### config.mk
export PLATFORM = sky130hd
export DESIGN_NAME = ps2_key_queue
export DESIGN_NICKNAME = d
export VERILOG_FILES = /design/src/rtl/ps2_key_queue.sv
export SDC_FILE = /design/constraint.sdc
export NUM_CORES = 1
export LEC_CHECK = 0
export BUFFER_PORTS_ARGS = -buffer_cell sky130_fd_sc_hd__buf_2
export CELL_PAD_IN_SITES_DETAIL_PLACEMENT = 1
export CELL_PAD_IN_SITES_GLOBAL_PLACEMENT = 1
export CORE_AREA = 8 8 126 128
export DETAILED_ROUTE_END_ITERATION = 7
export DIE_AREA = 0 0 134 136
export MAX_ROUTING_LAYER = met4
export PLACE_DENSITY_LB_ADDON = 0.1
export SKIP_CTS_REPAIR_TIMING = 1
export SLEW_MARGIN = 20
export SYNTH_ARGS = -nofsm -noshare
export SYNTH_HDL_FRONTEND = slang
export SYNTH_SLANG_ARGS = --single-unit
### constraint.sdc
create_clock -name clk_24 -period 3.8 [get_ports clk_24]
set_input_delay 0.38 -clock clk_24 [delete_from_list [all_inputs] [get_ports clk_24]]
set_output_delay 0.38 -clock clk_24 [all_outputs]
set_load 0.02 [all_outputs]
### src/rtl/ps2_key_queue.sv
// ps2_key_queue
//   Buffers PS/2 keyboard events arriving on the toggle-based ps2_key bus
//   into a small FIFO that the CPU drains one entry per pop strobe.
//   Show-ahead: dout always presents the head entry (0 when empty).
//
// Ports
//   clk_24    in   system clock, rising edge
//   reset     in   synchronous, active-high
//   ps2_key   in   [10] event toggle, [9] pressed, [8] extended, [7:0] code
//   pop       in   one-cycle strobe, removes the head entry
//   ovf_clr   in   one-cycle strobe, clears the sticky overflow flag
//   dout      out  head entry {pressed, extended, code}, 0 when empty
//   empty     out  queue holds no entries
//   full      out  count == DEPTH
//   count     out  number of stored entries, 0..DEPTH
//   overflow  out  sticky, set when an event is dropped
//
// Handshake: a push is any change of ps2_key[10] versus the value seen on the
// previous edge; it is accepted unless the queue is full with no pop on the
// same edge. A pop is accepted only when the queue is not empty. Both can be
// accepted on the same edge.
module ps2_key_queue #(
  parameter int DEPTH  = 16,
  parameter int ADDR_W = 4
) (
  input  logic              clk_24,
  input  logic              reset,
  input  logic [10:0]       ps2_key,
  input  logic              pop,
  input  logic              ovf_clr,
  output logic [9:0]        dout,
  output logic              empty,
  output logic              full,
  output logic [ADDR_W:0]   count,
  output logic              overflow
);

  localparam logic [ADDR_W:0] L_FULL = (ADDR_W+1)'(DEPTH);
  localparam logic [ADDR_W:0] L_ONE  = (ADDR_W+1)'(1);

  logic              r_tog;
  logic [9:0]        r_mem [DEPTH];
  logic [ADDR_W-1:0] r_wp;
  logic [ADDR_W-1:0] r_rp;
  logic [ADDR_W:0]   r_count;
  logic              r_overflow;

  logic w_push;
  logic w_empty;
  logic w_full;
  logic w_push_acc;
  logic w_pop_acc;
  logic w_drop;

  assign w_empty    = (r_count == '0);
  assign w_full     = (r_count == L_FULL);
  // Gated by reset so a toggle seen during reset is absorbed, never queued.
  assign w_push     = (ps2_key[10] != r_tog) && !reset;
  // When full, a same-edge pop frees the slot the push needs.
  assign w_push_acc = w_push && (!w_full || pop);
  assign w_pop_acc  = pop && !w_empty;
  assign w_drop     = w_push && w_full && !pop;

  // Toggle history follows the bus every cycle, reset included, so releasing
  // reset never looks like a new event.
  always_ff @(posedge clk_24) begin
    r_tog <= ps2_key[10];
  end

  // Storage is not reset; entries are only visible through r_count.
  always_ff @(posedge clk_24) begin
    if (w_push_acc) begin
      r_mem[r_wp] <= ps2_key[9:0];
    end
  end

  always_ff @(posedge clk_24) begin
    if (reset) begin
      r_wp       <= '0;
      r_rp       <= '0;
      r_count    <= '0;
      r_overflow <= 1'b0;
    end else begin
      if (w_push_acc) begin
        r_wp <= r_wp + 1'b1;
      end
      if (w_pop_acc) begin
        r_rp <= r_rp + 1'b1;
      end
      case ({w_push_acc, w_pop_acc})
        2'b10:   r_count <= r_count + L_ONE;
        2'b01:   r_count <= r_count - L_ONE;
        default: r_count <= r_count;
      endcase
      // A drop on the same edge as a clear wins.
      if (w_drop) begin
        r_overflow <= 1'b1;
      end else if (ovf_clr) begin
        r_overflow <= 1'b0;
      end
    end
  end

  assign dout     = w_empty ? 10'h000 : r_mem[r_rp];
  assign empty    = w_empty;
  assign full     = w_full;
  assign count    = r_count;
  assign overflow = r_overflow;

endmodule

==> impl_results.md <==
* Outcome: finished, final reports clean
* Port bufs at 32
* Final setup vio count at 0
* Die Y at 136 um
* Fillers at between 1,000 and 1,500
* Setup_tns at 0 ns
* Starting Density at about half
* Chip width at 134 um
* Final Hold Fails at 0
* Root buf cell: clkbuf_16
* Area share of the largest cell type after synthesis at about two thirds
* Placed cell count at 605
* Yosys reg bits at ~180
* GR Util All Layers at between 10% and 20%
* Top-level port count at 33
* Die area at 18,200 um^2
* RSZ-0062 raised after global routing: false
* Worst-path clk slew at ~0.060 ns
* EDFF count, synth at 160
* Leak at between 2 and 3 nW
* # rows at 44
* Synth cell count leaders: edfxtp_1, mux4_2, nor2_1
* Syn_area_per_cell at roughly 19 um^2
* Vias/cell at 5.91
* Final instance area at about 8300 um^2
* CTS Buf Count at 17
* First drt pass iteration count at 4
* Final #Nets at 464
* DR iter-0 viols at 265
* Placeable Area at approximately 14,000 um^2
* CTS tree: built
* Top-count cell post-synth: edfxtp_1
* Top cell type by total area after synthesis: edfxtp_1
* Vias at ~3,800
* Final std cells w/o fill at 637
* DP HPWL at between 10,000 and 15,000 um
* Drt drc at 0
* Power Dens Cells at between 600 and 700 nW/um^2
* DR WL/cell at 24.9 um
* Relative slew slack at about two fifths
* Synth-to-Final Area Change at 14.4%
* Max Buffers Root-to-Sink at 2
* Max-cap violations at 0
* Share of cells above drive strength 1 at between 20% and 30%
* Worst-Margin Slew at about 0.9 ns
* Cells after synthesis at approximately 390
* DRT antenna net count at 0
* Hold crit path type: primary input to flip-flop
* Clk_lat worst skew at 0.42 ns
* Largest net degree at the start of global routing at 24
* First-pass GRT wire length at between 20,000 and 25,000 um
* Area after DPL at 7700 um^2
* GPL Wtd Cong at between 0.7 and 0.8
* Synth top area cells: edfxtp_1, mux4_2, dfxtp_1
* Achievable Freq at roughly 330 MHz
* Arr. time, crit path at between 2 and 3 ns
* Tcrit/Tclk final at between 70% and 80%
* Max VDD drop at around 0.47 mV
* Final WL at between 15,000 and 20,000 um
* Setup CP Type: flip-flop to output pin
* Skew final at 0.00675 ns
* Crit path time final at 3.02 ns
* WP data required at roughly 3.4 ns
* Sequential fraction of the synthesis area at 71.7%
* YS warnings at 0
* Pins over their slew limit at 0
* Post-Syn Nets at 412
* Clk sinks at between 150 and 200
* Initial antenna violation count at 0
* GRT Residual Overflow at 0
* Worst-path maximum fanout at 23
* CP Capture Type: output pin
* Asr flop ratio synth at 0%
* Setup crit start kind: flip-flop
* Unique cell type count in the Yosys netlist at 40
* Netlist Area Pre-Place at approximately 7200 um^2
* # H-tree levels at 4
* Top FF cell, synth: edfxtp_1
* Vias in the first global route at between 3,000 and 4,000
## sequential cells by signal, summed over array words and instances (netlist names), named ones only
register	cells
r_mem	160
count	5
overflow	1
r_rp	4
r_tog	1
r_wp	4
## critical path, cell delays in order, from the launching register on
cell and delay (ns):
dfxtp_2 0.64, buf_12 0.28, buf_4 0.20, mux4_2 0.51, a211oi_1 0.27, a211oi_1 0.10, buf_2 0.22
## cell type report
type / count / area [um^2] / share of cell area (%)
inverter: 8 / 30.0 / 0.363
antenna: 1 / 2.50 / 0.0303
multi-input combinational: 178 / 1880 / 22.8
clock buffer: 19 / 433 / 5.23
clock inverter: 12 / 140 / 1.69
sequential: 179 / 5190 / 62.7
tap: 184 / 230 / 2.78
timing repair buffer: 56 / 365 / 4.42
## worst paths after layout
kind                                  start        to  slack [ns]  cells past startpoint
worst min register to register     overflow  overflow        0.50                      2
worst min-delay path            ps2_key[10]     r_tog        0.09                      1
worst max register to register     count[1]  count[4]        0.80                      9
worst max-delay path              flip-flop   dout[5]        0.78                      6
## power breakdown
group | total, mW | switching (mW) | internal, mW
clock | 1.71 | 0.689 | 1.02
sequential | 2.34 | 0.133 | 2.21
combinational | 1.28 | 0.747 | 0.535
total | 5.33 | 1.57 | 3.76
## per-layer routing
metal  share of wire [%]  track usage (%)  up-vias
li1                    -                -     1656
met1                  45             24.8     1982
met2                  49             29.0      113
met3                 4.9             4.73       13
met4                 1.0             5.43        0
met5                   0                -        -
## cells by family (layout without fill, tap and decap cells)
logic type / after synthesis / in the layout / synth area share [%]
adder cells (fa/ha/maj): 9 / 9 / 1.56
buffers and inverters: 31 / 95 / 2.23
other: 0 / 1 / 0
AND/OR/NAND/NOR: 72 / 72 / 5.23
multiplexers: 54 / 54 / 14.4
AO/OA/AOI/OAI: 35 / 35 / 3.89
XOR/XNOR: 8 / 8 / 0.969
flip-flops: 179 / 179 / 71.7
## cells in the final DEF (no fill, tap or decap), types with 2 or more instances in the layout
cell type	Yosys	routed
nor2_1	26	26
nand4b_1	2	2
buf_12	0	2
clkinv_4	0	2
a21oi_1	3	3
ha_1	9	9
dfxtp_1	19	17
clkinv_2	0	4
nor2b_1	10	10
nand4_1	4	4
dfxtp_2	0	2
xnor2_1	4	4
buf_4	3	22
nor3_1	4	4
inv_1	8	8
clkinv_1	0	2
a211oi_1	21	21
nand2_1	9	9
clkbuf_16	0	17
clkbuf_1	6	2
mux2i_1	14	14
nor4_1	2	2
mux4_2	40	40
nand2b_1	6	6
or3_1	2	2
bufinv_16	0	3
nand3_1	2	2
o21ai_0	3	3
xor2_1	4	4
buf_2	8	32
edfxtp_1	160	160
## stage by stage
stage               setup slack, ns  power [mW]  util (%)  hold slack [ns]
floorplan                     0.925        3.27         -            0.408
global placement              0.908        3.65      54.8            0.475
detailed placement            0.789        3.69      54.8            0.493
CTS                           0.690        5.39      58.9           0.0628
global route                  0.592        5.56      58.9           0.0792
finish                        0.782        5.33      58.9           0.0889
(Power assumes the default switching activity.)
